## src/rtl/register_file_sync_if.sv

```systemverilog
// Bundled decode/writeback bus of the MUSA register file: read ports, write port,
// clear request and busy status.
interface register_file_sync_if #(
    parameter int DATA_WIDTH = 32,
    parameter int ADDR_WIDTH = 5
);
    logic                  clear;
    logic                  busy;
    logic [ADDR_WIDTH-1:0] rs_addr;
    logic [ADDR_WIDTH-1:0] rt_addr;
    logic                  read_en;
    logic [DATA_WIDTH-1:0] data_1;
    logic [DATA_WIDTH-1:0] data_2;
    logic                  data_valid;
    logic [ADDR_WIDTH-1:0] rd_addr;
    logic                  write_en;
    logic [DATA_WIDTH-1:0] write_data;

    modport master (
        output clear, rs_addr, rt_addr, read_en, rd_addr, write_en, write_data,
        input  busy, data_1, data_2, data_valid
    );

    modport slave (
        input  clear, rs_addr, rt_addr, read_en, rd_addr, write_en, write_data,
        output busy, data_1, data_2, data_valid
    );
endinterface

```

## src/rtl/register_file_sync.sv

```systemverilog
// Clocked MUSA register file: one write port, two registered read ports, optional zero
// register and a clear sweep. Define REGFILE_BYPASS_EN to forward same-edge writes to reads.
module register_file_sync #(
    parameter int DATA_WIDTH = 32,
    parameter int ADDR_WIDTH = 5,
    parameter int ZERO_REG   = 1
) (
    input logic                 clk,
    input logic                 rst_n,
    register_file_sync_if.slave bus
);
    localparam int DEPTH = 2 ** ADDR_WIDTH;
    localparam logic [ADDR_WIDTH:0] PTR_LAST = (ADDR_WIDTH + 1)'(DEPTH - 1);
    localparam logic [ADDR_WIDTH:0] PTR_ONE  = (ADDR_WIDTH + 1)'(1);

    typedef enum logic {CLEAR, IDLE} state_t;

    state_t                state, next_state;
    logic [ADDR_WIDTH:0]   ptr, next_ptr;
    logic [DATA_WIDTH-1:0] mem [DEPTH];

    logic                  mem_we;
    logic [ADDR_WIDTH-1:0] mem_waddr;
    logic [DATA_WIDTH-1:0] mem_wdata;
    logic                  wr_accept;
    logic                  rd_fire;
    logic [DATA_WIDTH-1:0] rd_val_1, rd_val_2;

    always_ff @(posedge clk or negedge rst_n) begin
        if (!rst_n) begin
            state <= CLEAR;
            ptr   <= '0;
        end else begin
            state <= next_state;
            ptr   <= next_ptr;
        end
    end

    // The sweep owns the write port while in CLEAR; a clear request restarts it from entry 0.
    always_comb begin
        next_state = state;
        next_ptr   = ptr;
        mem_we     = 1'b0;
        mem_waddr  = bus.rd_addr;
        mem_wdata  = bus.write_data;
        wr_accept  = 1'b0;
        rd_fire    = 1'b0;
        case (state)
            CLEAR: begin
                mem_we    = 1'b1;
                mem_waddr = ptr[ADDR_WIDTH-1:0];
                mem_wdata = '0;
                if (bus.clear) begin
                    next_ptr = '0;
                end else if (ptr == PTR_LAST) begin
                    next_state = IDLE;
                    next_ptr   = '0;
                end else begin
                    next_ptr = ptr + PTR_ONE;
                end
            end
            IDLE: begin
                rd_fire   = bus.read_en;
                wr_accept = bus.write_en && !bus.clear &&
                            !((ZERO_REG != 0) && (bus.rd_addr == '0));
                mem_we    = wr_accept;
                if (bus.clear) begin
                    next_state = CLEAR;
                    next_ptr   = '0;
                end
            end
            default: begin
                next_state = CLEAR;
                next_ptr   = '0;
            end
        endcase
    end

    assign bus.busy = (state == CLEAR);

    always_ff @(posedge clk) begin
        if (mem_we) begin
            mem[mem_waddr] <= mem_wdata;
        end
    end

    // Address 0 reads as zero with the zero register enabled; forwarding only follows accepted writes.
    always_comb begin
        rd_val_1 = mem[bus.rs_addr];
        rd_val_2 = mem[bus.rt_addr];
`ifdef REGFILE_BYPASS_EN
        if (wr_accept && (bus.rs_addr == bus.rd_addr)) rd_val_1 = bus.write_data;
        if (wr_accept && (bus.rt_addr == bus.rd_addr)) rd_val_2 = bus.write_data;
`endif
        if ((ZERO_REG != 0) && (bus.rs_addr == '0)) rd_val_1 = '0;
        if ((ZERO_REG != 0) && (bus.rt_addr == '0)) rd_val_2 = '0;
    end

    always_ff @(posedge clk or negedge rst_n) begin
        if (!rst_n) begin
            bus.data_1     <= '0;
            bus.data_2     <= '0;
            bus.data_valid <= 1'b0;
        end else begin
            bus.data_valid <= rd_fire;
            if (rd_fire) begin
                bus.data_1 <= rd_val_1;
                bus.data_2 <= rd_val_2;
            end
        end
    end
endmodule

```

## src/flat_wrapper.sv

```systemverilog
// flat-port wrapper written by rule: the top's interface ports become plain ports
module register_file_sync_flat 
#(
    parameter int DATA_WIDTH = 32,
    parameter int ADDR_WIDTH = 5,
    parameter int ZERO_REG   = 1
)
  (clk, rst_n, bus_clear, bus_rs_addr, bus_rt_addr, bus_read_en, bus_rd_addr, bus_write_en, bus_write_data, bus_busy, bus_data_1, bus_data_2, bus_data_valid);
  register_file_sync_if #(.DATA_WIDTH(DATA_WIDTH), .ADDR_WIDTH(ADDR_WIDTH)) bus_i ();
  input logic clk;
  input logic rst_n;
  input wire logic [$bits(bus_i.clear)-1:0] bus_clear;
  input wire logic [$bits(bus_i.rs_addr)-1:0] bus_rs_addr;
  input wire logic [$bits(bus_i.rt_addr)-1:0] bus_rt_addr;
  input wire logic [$bits(bus_i.read_en)-1:0] bus_read_en;
  input wire logic [$bits(bus_i.rd_addr)-1:0] bus_rd_addr;
  input wire logic [$bits(bus_i.write_en)-1:0] bus_write_en;
  input wire logic [$bits(bus_i.write_data)-1:0] bus_write_data;
  output wire logic [$bits(bus_i.busy)-1:0] bus_busy;
  output wire logic [$bits(bus_i.data_1)-1:0] bus_data_1;
  output wire logic [$bits(bus_i.data_2)-1:0] bus_data_2;
  output wire logic [$bits(bus_i.data_valid)-1:0] bus_data_valid;
  assign bus_i.clear = bus_clear;
  assign bus_i.rs_addr = bus_rs_addr;
  assign bus_i.rt_addr = bus_rt_addr;
  assign bus_i.read_en = bus_read_en;
  assign bus_i.rd_addr = bus_rd_addr;
  assign bus_i.write_en = bus_write_en;
  assign bus_i.write_data = bus_write_data;
  assign bus_busy = bus_i.busy;
  assign bus_data_1 = bus_i.data_1;
  assign bus_data_2 = bus_i.data_2;
  assign bus_data_valid = bus_i.data_valid;
  register_file_sync #(.DATA_WIDTH(DATA_WIDTH), .ADDR_WIDTH(ADDR_WIDTH), .ZERO_REG(ZERO_REG)) u_core (.clk(clk), .rst_n(rst_n), .bus(bus_i));
endmodule
```

## config.mk

```make
export PLATFORM = sky130hd
export DESIGN_NAME = register_file_sync_flat
export DESIGN_NICKNAME = d
export VERILOG_FILES = /design/src/rtl/register_file_sync_if.sv /design/src/rtl/register_file_sync.sv /design/src/flat_wrapper.sv
export SDC_FILE = /design/constraint.sdc
export NUM_CORES = 1
export LEC_CHECK = 0
export CELL_PAD_IN_SITES_DETAIL_PLACEMENT = 0
export CELL_PAD_IN_SITES_GLOBAL_PLACEMENT = 1
export CORE_AREA = 2 2 382 384
export CTS_BUF_LIST = sky130_fd_sc_hd__clkbuf_4
export DETAILED_ROUTE_END_ITERATION = 10
export DIE_AREA = 0 0 384 386
export PLACE_DENSITY_LB_ADDON = 0.1
export SYNTH_ARGS = -nofsm -noshare
export SYNTH_HDL_FRONTEND = slang
export SYNTH_SLANG_ARGS = --single-unit
```

## constraint.sdc

```tcl
create_clock -name clk -period 3.15 [get_ports clk]
set_input_delay 0.4725 -clock clk [delete_from_list [all_inputs] [get_ports clk]]
set_output_delay 0.4725 -clock clk [all_outputs]
set_load 0.05 [all_outputs]
```

==> metrics.md, run 1 <==
| Metric | Value |
|---|---|
| CTS Buf Count | 320 |
| DRT antenna net count | 0 |
| Syn Nets | between 2k and 3k |
| Die ar. | ~150,000 µm² |
| Worst skew pair latency | about 1300 ps |
| Post-synth top cells | 1,024 x edfxtp_1, 414 x mux4_2, 170 x mux2i_1, 116 x nand2_1, 106 x nor2_1 |
| DIE HEIGHT | ~390 µm |
| Rel. slew slack | between 20 and 25% |
| HP Class | primary input to register |
| Netlist cell types | 50 |
| First-pass DRT Iterations | 5 |
| DRC viols | 0 |
| Clock transition at path regs | approximately 60 ps |
| Syn Inst Count | around 2.7k |
| Post-route setup slack | ~160 ps |
| RSZ-0062 raised after global routing | no |
| Avg Inst Size Synth | 18.3 µm² |
| Slowest CP cell | clkdlybuf4s50_1 |
| Largest net degree at the start of global routing | between 70 and 80 |
| Nets | about 3.3k |
| Setup violations, final | 0 |
| DRT iter0 DRCs | 3,329 |
| GP Congestion | between 0.8 and 0.9 |
| Mapped Area | 50,000 µm² |
| TritonCTS clock tree | done |
| Synth top area cells | edfxtp_1 61%, mux4_2 19%, dfrtp_1 3.6%, mux2i_1 3.4%, mux2_2 1.5% |
| CP Data Required Time | ~2700 ps |
| YS warnings | 0 |
| CP Depth | 1 |
| Worst r2r path cells | 7 |
| Power after layout | 32,100 µW |
| Port Buffers | between 100 and 150 |
| Pleak | 0.0211 µW |
| Max-slew violation count | 0 |
| Layout Skew | slightly above 100 ps |
| First-pass GRT wire length | about 250,000 µm |
| MaxCap Viol Count | 0 |
| PwrDens | 535 nW/µm² |
| Clock Tree Root | clkbuf_4 |
| Peak Freq | ~330 MHz |
| Share of cells above drive strength 1 | a little under two fifths |
| Core area | ~140,000 µm² |
| CP Capture Type | output pin |
| Htree depth | 5 |
| Post-synth ARST share | roughly 6.6% |
| Io pins | 118 |
| Crit-path leading delay family | buffers and inverters |
| Crit path cell chain | clkdlybuf4s50_1 |
| Status | complete, no violations |
| P&R area growth vs syn | 20.1% |
| Register area share after synthesis | between 60% and 70% |
| Final period util | approximately 95% |
| IR drop worst, VDD | approximately 0.00032 V |
| # rows | 140 |
| CP bufs+invs | 1 |
| Area share of the largest cell type after synthesis | about three fifths |
| Setup Slack @ Placement | -28.8 ps |
| Clock buffer depth | 4 |
| Vias in the first global route | roughly 33k |
| Initial antenna violation count | 10 |
| Top-count cell post-synth | edfxtp_1 |
| Worst Path Arrival | 2520 ps |
| Fillers | 13.0k |
| WL/cell | roughly 33 µm |
| Total Wirelength | 180,000 µm |
| Grt total ovfl | 0 |
| Crit path from | u_core.bus.data_2[0] |
| Crit Path Max Fanout | 2 |
| Minimum clock period | approximately 3000 ps |
| Critical path class | register to output pin |
| Final hold viol count | 0 |
| Initial Utilization | around a third |
| Critical path startpoint category | register |
| Die width | roughly 380 µm |
| Placed cell areas | around 56,000 µm² |
| Ys flop type | edfxtp_1 |
| Gr usage total | 24.4% |
| Via count | 31.1k |
| Worst hold start | bus_write_data[9] |
| Dominant cell type by area after synthesis | edfxtp_1 |
| Reg2reg start | u_core.state |
| Post-detail-place hpwl | ~110,000 µm |
| Hold Path Cell Cnt | 3 |
| Via density | between 5 and 6 |
| Post-synth EDFFs | 1,024 |
| Seq cells post-synth | 1,096 |
| Design area | around 60,000 µm² |
| Worst Max-Slew Pin Slew | 1180 ps |
| Largest stage delay, worst path | about 840 ps |
| CTS Sinks | approximately 1.1k |
placed cells by master (no fill, tap or decap), drive strengths merged, types with 3 or more instances in the layout:
cell type	netlist	final
edfxtp	1024	1024
clkbuf	92	467
mux4	414	414
buf	121	266
mux2i	170	170
nand2	116	116
nor2	106	106
a22oi	92	92
clkdlybuf4s50	0	91
clkinv	0	75
dfrtp	72	72
mux2	67	67
nand3	66	66
a21oi	38	38
nand2b	35	35
and2	34	34
nor2b	34	34
nor4	32	32
o22ai	32	32
a32o	31	31
a22o	31	31
a211oi	31	31
a2111o	28	28
dlygate4sd2	0	18
dlygate4sd3	0	13
nor3	11	11
inv	4	9
o21ai	8	8
or3	5	5
nand4	4	4
and3	4	4
diode	0	3
or2	3	3
nor3b	3	3
kinds of logic after synthesis:
logic type,synth area share (%)
flip-flops,65.1
XOR/XNOR,0.0350
buffers and inverters,2.17
adder cells (fa/ha/maj),0.0250
AND/OR/NAND/NOR,4.51
multiplexers,23.5
AO/OA/AOI/OAI,4.66
power breakdown:
group / internal (µW) / switching [µW] / total (µW) / leakage, µW
registers: 16000 / 189 / 16200 / 0.0110
clock network: 6930 / 6150 / 13100 / 0.00235
logic: 1230 / 1650 / 2880 / 0.00768
total: 24100 / 8000 / 32100 / 0.0211
metrics by stage:
step | util [%] | TNS (ps) | cells | hold WS, ps
after global placement | 38.8 | -38.9 | 4806 | 489
after CTS | 41.6 | -67.0 | 5368 | 3.39
final | 41.6 | 0 | 5372 | 158
after detailed placement | 38.8 | -28.8 | 4806 | 497
after global routing | 41.6 | 0 | 5372 | 82.3
after floorplan | - | -29330 | 2727 | 177
state kept, by name, indices dropped and copies added (netlist names):
register and cells:
u_core.mem 1024, u_core.bus.data_1 32, u_core.bus.data_2 32, u_core.ptr 6, u_core.bus.data_valid 1, u_core.state 1
metal layers:
layer / GRT usage [%] / vias to the layer above / routed length, µm
li1: - / 12700 / -
met1: 33.8 / 16700 / 77500
met2: 38.6 / 1449 / 85400
met3: 5.26 / 267 / 12900
met4: 6.98 / 2 / 4060
met5: 0 / - / 8
path summary, 6_finish.rpt:
check                                         to  slack (ps)
max                                bus_data_2[0]         160
min                            u_core.mem[12][9]         160
min in group asynchronous  u_core.bus.data_2[30]         440
max in group asynchronous  u_core.bus.data_2[13]        2170
min reg2reg                u_core.bus.data_2[17]         500
max reg2reg                 u_core.bus.data_2[6]         630
final cells by class:
type	instances	area, µm²	share of cell area, %
tap	1917	2400	3.99
clock buffer	467	3510	5.84
antenna	3	7.51	0.0125
sequential	1096	32600	54.2
inverter	4	15.0	0.0250
timing repair buffer	389	4500	7.49
multi-input combinational	1414	16700	27.8
clock inverter	82	377	0.627
repair_timing:
action,4_1_cts,5_1_grt
hold buffers,13,0
setup buffers,0,1
endpoints found under the setup margin,19,1
resized for setup,21,0
endpoints found under the hold margin,142,0
No activity file was read; power rests on OpenSTA's default activity.
==> run 2: changes to the inputs <==
--- a/config.mk
+++ b/config.mk
@@ -7,10 +7,10 @@
 export LEC_CHECK = 0
 export CELL_PAD_IN_SITES_DETAIL_PLACEMENT = 0
 export CELL_PAD_IN_SITES_GLOBAL_PLACEMENT = 1
-export CORE_AREA = 2 2 382 384
+export CORE_AREA = 2 2 426 344
 export CTS_BUF_LIST = sky130_fd_sc_hd__clkbuf_4
 export DETAILED_ROUTE_END_ITERATION = 10
-export DIE_AREA = 0 0 384 386
+export DIE_AREA = 0 0 428 346
 export PLACE_DENSITY_LB_ADDON = 0.1
 export SYNTH_ARGS = -nofsm -noshare
 export SYNTH_HDL_FRONTEND = slang
==> metrics.md, run 2 (synthesis gave the netlist of run 1 again) <==
| Metric | Value |
|---|---|
| Status | complete, no violations |
| Pleak | 0.0207 µW |
| Slowest CP cell | clkdlybuf4s50_1 |
| Hold Crit Endpoint | u_core.bus.data_1[7] |
| Critical path class | register to output pin |
| Initial Utilization | a little over a third |
| Via density | just under 6 |
| Commonest non-fill, non-tap cell in the layout | edfxtp_1 |
| Gr usage total | approximately a quarter |
| MaxCap Viol Count | 0 |
| Die ar. | 148,000 µm² |
| P&R area growth vs syn | 18.7% |
| Number of flip-flops in the largest register | ~1.0k |
| # rows | 125 |
| Core area | around 140,000 µm² |
| GP Congestion | a little under 0.8 |
| First-pass DRT Iterations | 6 |
| Fillers | 13.0k |
| Most flops, register | u_core.mem |
| CP Depth | 1 |
| First-pass GRT wire length | around 250,000 µm |
| Clock transition at path regs | around 60 ps |
| Critical R2R Capture | u_core.bus.data_1[30] |
| TritonCTS clock tree | done |
| CP bufs+invs | 1 |
| Post-detail-place hpwl | 106,000 µm |
| Final hold viol count | 0 |
| WL/cell | between 30 and 40 µm |
| CTS Buf Count | a little over 300 |
| Hold Path Cell Cnt | 5 |
| Final period util | 95.3% |
| Worst skew pair latency | 1270 ps |
| DRT iter0 DRCs | just under 3k |
| Clock Tree Root | clkbuf_4 |
| CP Data Required Time | between 2000 and 3000 ps |
| Via count | 30.9k |
| Critical path startpoint category | register |
| Nets | about 3.2k |
| CTS Sinks | around 1.1k |
| Crit path cell chain | clkdlybuf4s50_1 |
| Power after layout | about 32,000 µW |
| Minimum clock period | between 3000 and 4000 ps |
| Peak Freq | about 330 MHz |
| Htree depth | 5 |
| Largest registers | u_core.mem x1024, u_core.bus.data_1 x32, u_core.bus.data_2 x32 |
| Largest net degree at the start of global routing | approximately 60 |
| Grt total ovfl | 0 |
| DRC viols | 0 |
| Die width | 428 µm |
| Worst r2r path cells | 8 |
| Io pins | between 100 and 150 |
| Rel. slew slack | 20.9% |
| Largest stage delay, worst path | approximately 840 ps |
| Share of cells above drive strength 1 | a little over a third |
| Crit Path Max Fanout | 2 |
| Worst hold start | bus_rs_addr[2] |
| Setup violations, final | 0 |
| Worst Path Arrival | 2530 ps |
| Port Buffers | 117 |
| R2R setup slack | 440 ps |
| Setup tns final | 0 ps |
| HP Class | primary input to register |
| Clock buffer depth | 4 |
| IR drop worst, VDD | 0.000373 V |
| DIE HEIGHT | 346 µm |
| Initial antenna violation count | 6 |
| CP Capture Type | output pin |
| Reg2reg start | u_core.state |
| Max-slew violation count | 0 |
| PwrDens | about 540 nW/µm² |
| DRT antenna net count | 0 |
| Vias in the first global route | about 32k |
| Worst Max-Slew Pin Slew | between 1000 and 1500 ps |
| Layout Skew | 60.6 ps |
| Total Wirelength | approximately 180,000 µm |
| Commonest non-fill, non-tap cells in the layout | 1,024 x edfxtp_1, 463 x clkbuf_4, 414 x mux4_2 |
| Crit-path leading delay family | buffers and inverters |
-- run 2: changes by cell type in the layout (fill, tap and decap cells not counted), sizes merged, moves of 4 or more --
cell | previous run | this run
diode | 3 | 8
clkbuf | 467 | 463
dlygate4sd2 | 18 | 22
clkdlybuf4s50 | 91 | 87
clkinv | 75 | 52
buf | 266 | 230
-- run 2: worst max path at each step --
stage,to,from,slack (ps)
6_report,bus_data_2[6],u_core.bus.data_2[6],150
2_1_floorplan,u_core.mem[0][0],bus_clear,-120
3_5_place_dp,u_core.bus.data_2[15],bus_read_en,280
5_1_grt,bus_data_1[4],u_core.bus.data_1[4],-8
4_1_cts,bus_data_2[6],u_core.bus.data_2[6],3
3_3_place_gp,u_core.bus.data_2[21],bus_rt_addr[4],220
-- run 2: power by group --
part           switching (µW)  internal (µW)  leakage, µW
clock network            6100           6740      0.00226
registers                 195          16000       0.0110
logic                    1640           1190      0.00745
-- run 2: layout make-up --
cell class	instances	area, µm²	share of cell area (%)
diodes	8	20.0	0.0337
flip-flops and latches	1096	32600	54.8
repair buffers	352	3970	6.68
well taps	1905	2380	4.01
clock buffers	463	3480	5.85
multi-input cells	1414	16700	28.1
clock inverters	57	249	0.419
inverters	4	15.0	0.0253
-- run 2: per-stage QoR --
stage,instance area [µm²],hold slack (ps),std cells,setup WS (ps),util [%]
after floorplan,50000,177,2727,-118,-
after global placement,55500,489,4758,218,38.5
after detailed placement,55500,492,4758,277,38.5
after CTS,59400,0.750,5291,3.28,41.2
after global routing,59400,71.1,5298,-7.60,41.2
final,59400,145,5299,148,41.2
-- run 2: what timing repair did --
action | 4_1_cts | 5_1_grt
resized for setup | 25 | 0
hold endpoints to repair | 107 | 0
buffers inserted | 0 | 0
hold buffers | 13 | 0
setup endpoints to repair | 23 | 0
-- run 2: routing by layer --
metal	vias to the layer above	global-route usage (%)	share of wire [%]
li1	12600	-	-
met1	16700	33.4	44
met2	1365	38.7	48
met3	280	4.29	6.3
met4	0	7.30	2.2
met5	-	0	0
==> run 3: changes to the inputs <==
--- a/config.mk
+++ b/config.mk
@@ -11,6 +11,7 @@
 export CTS_BUF_LIST = sky130_fd_sc_hd__clkbuf_4
 export DETAILED_ROUTE_END_ITERATION = 10
 export DIE_AREA = 0 0 428 346
+export HOLD_SLACK_MARGIN = 0.12
 export PLACE_DENSITY_LB_ADDON = 0.1
 export SYNTH_ARGS = -nofsm -noshare
 export SYNTH_HDL_FRONTEND = slang
==> metrics.md, run 3 (synthesis gave the netlist of run 1 again) <==
| Metric | Value |
|---|---|
| Worst Path Arrival | between 2000 and 3000 ps |
| Comb power frac | under 10% |
| Top layer in use | met4 |
| Sw Pwr | 7940 µW |
| Max-slew violation count | 0 |
| Initial antenna violation count | 6 |
| Status | complete, no violations |
| Port Buffers | roughly 120 |
| Commonest non-fill, non-tap cell in the layout | edfxtp_1 |
| TritonCTS clock tree | done |
| Critical R2R Capture | u_core.bus.data_1[30] |
| First-pass GRT wire length | 250,000 µm |
| P&R area growth vs syn | 19.2% |
| Worst Max-Slew Pin Slew | 1220 ps |
| Via count | 31.0k |
| Minimum clock period | 3010 ps |
| Critical path startpoint category | register |
| Die ar. | roughly 150,000 µm² |
| M1 WL | roughly 80,000 µm |
| Layout Skew | 58.0 ps |
| Critical path class | register to output pin |
| Die width | about 430 µm |
| DRT iter0 DRCs | 3,038 |
| Final Instance Count excl. Fillers | about 5.3k |
| Internal power | approximately 24,000 µW |
| Metal2 WL | between 80,000 and 90,000 µm |
| Rel. slew slack | 19.0% |
| Setup violations, final | 0 |
| Crit path cell chain | clkdlybuf4s50_1 |
| Clock transition at path regs | 60 ps |
| CP Data Required Time | between 2000 and 3000 ps |
| Reg2reg start | u_core.state |
| CTS Sinks | ~1.1k |
| Worst skew pair latency | 1270 ps |
| HP Class | primary input to register |
| DRC viols | 0 |
| Nets | around 3.3k |
| Post-detail-place hpwl | ~110,000 µm |
| Number of flip-flops in the largest register | 1,024 |
| Post-CTS setup buffers | 0 |
| Gr usage total | 24.1% |
| Most flops, register | u_core.mem |
| Metal3 WL | approximately 12,000 µm |
| IR drop worst, VDD | about 0.00038 V |
| Crit Path Max Fanout | 2 |
| CP bufs+invs | 1 |
| Share of cells above drive strength 1 | between 30% and 40% |
| Via density | 5.83 |
| Pleak | approximately 0.021 µW |
| DIE HEIGHT | roughly 350 µm |
| Setup tns final | 0 ps |
| WL/cell | roughly 34 µm |
| Largest stage delay, worst path | between 800 and 900 ps |
| First-pass DRT Iterations | 5 |
| Hold Path Cell Cnt | 3 |
| Commonest non-fill, non-tap cells in the layout | 1,024 x edfxtp_1, 463 x clkbuf_4, 414 x mux4_2 |
| Worst hold start | bus_read_en |
| Post-route setup slack | 137 ps |
| Crit path from | u_core.bus.data_2[6] |
| CTS Buf Count | a little over 300 |
| Vias in the first global route | roughly 32k |
| Peak Freq | 332 MHz |
| MaxCap Viol Count | 0 |
| Largest registers | u_core.mem x1024, u_core.bus.data_1 x32, u_core.bus.data_2 x32 |
| Total Wirelength | approximately 180,000 µm |
| GP Congestion | 0.795 |
| Power share of the sequential group | between 50% and 60% |
| Clock Tree Root | clkbuf_4 |
| Io pins | 118 |
| Final period util | between 90% and 100% |
| WHS | 250 ps |
| Setup Slack @ Placement | 277 ps |
| Crit-path leading delay family | buffers and inverters |
| PwrDens | approximately 530 nW/µm² |
| R2R setup slack | about 440 ps |
| Clock buffer depth | 4 |
| Initial Utilization | a little over a third |
| Dpl cells | ~4.8k |
| Clock network power share | 40.3% |
| Sw Share | approximately 25% |
| Largest net degree at the start of global routing | 59 |
| Core area | about 140,000 µm² |
| CP Capture Type | output pin |
| Worst r2r path cells | 8 |
| DRT antenna net count | 0 |
| Final hold viol count | 0 |
| Grt total ovfl | 0 |
| Slowest CP cell | clkdlybuf4s50_1 |
| # rows | between 100 and 150 |
| Htree depth | 5 |
| Hold Crit Endpoint | u_core.bus.data_2[12] |
run 3: changes by cell type in the layout (fill, tap and decap cells not counted), sizes merged:
cell         delta
dlygate4sd3    +25
diode           -2
run 3: metal layers:
| layer | track usage [%] | vias up |
|---|---|---|
| li1 | - | 12600 |
| met1 | 33.5 | 16700 |
| met2 | 38.8 | 1433 |
| met3 | 4.25 | 273 |
| met4 | 7.28 | 0 |
| met5 | 0 | - |
run 3: what timing repair did:
item | in CTS | in global routing
hold endpoints to repair | 782 | 0
hold buffers | 38 | 0
setup endpoints to repair | 23 | 0
resized for setup | 25 | 0
run 3: worst max-delay path by stage:
stage                            endpoint  slack [ps]  depth (start not counted)
floorplan                u_core.mem[0][0]        -120                          7
global placement    u_core.bus.data_2[21]         220                          7
detailed placement  u_core.bus.data_2[15]         280                          8
CTS                         bus_data_2[6]           3                          1
global route                bus_data_1[4]          -4                          1
finish                      bus_data_2[6]         140                          1
run 3: area by class of cell:
type / count / area, µm²
Fill cell: 13000 / 84400
Antenna cell: 6 / 15.0
Clock inverter: 57 / 249
Timing Repair Buffer: 377 / 4230
Inverter: 4 / 15.0
Multi-Input combinational cell: 1414 / 16700
Sequential cell: 1096 / 32600
Clock buffer: 463 / 3480
Tap cell: 1905 / 2380
run 3: power by group through the flow:
stage	combinational (µW)	clock, µW	sequential, µW
6_report	2860	12800	16200
5_1_grt	3000	14000	16200
4_1_cts	2890	13200	16200
3_5_place_dp	2860	0	16500
3_3_place_gp	2860	0	16500
2_1_floorplan	1400	0	16700
run 3: metrics by stage:
| stage | instance area [µm²] | utilization, % | total power, µW |
|---|---|---|---|
| after floorplan | 50000 | - | 18100 |
| after global placement | 55500 | 38.5 | 19300 |
| after detailed placement | 55500 | 38.5 | 19300 |
| after CTS | 59600 | 41.4 | 32300 |
| after global routing | 59600 | 41.4 | 33200 |
| final | 59600 | 41.4 | 31900 |
run 3: tightest hold or removal path: cells and delay by family:
family                 cells  cell delay, ps
AO/OA/AOI/OAI              1             140
buffers and inverters      1             570
AND/OR/NAND/NOR            1             250
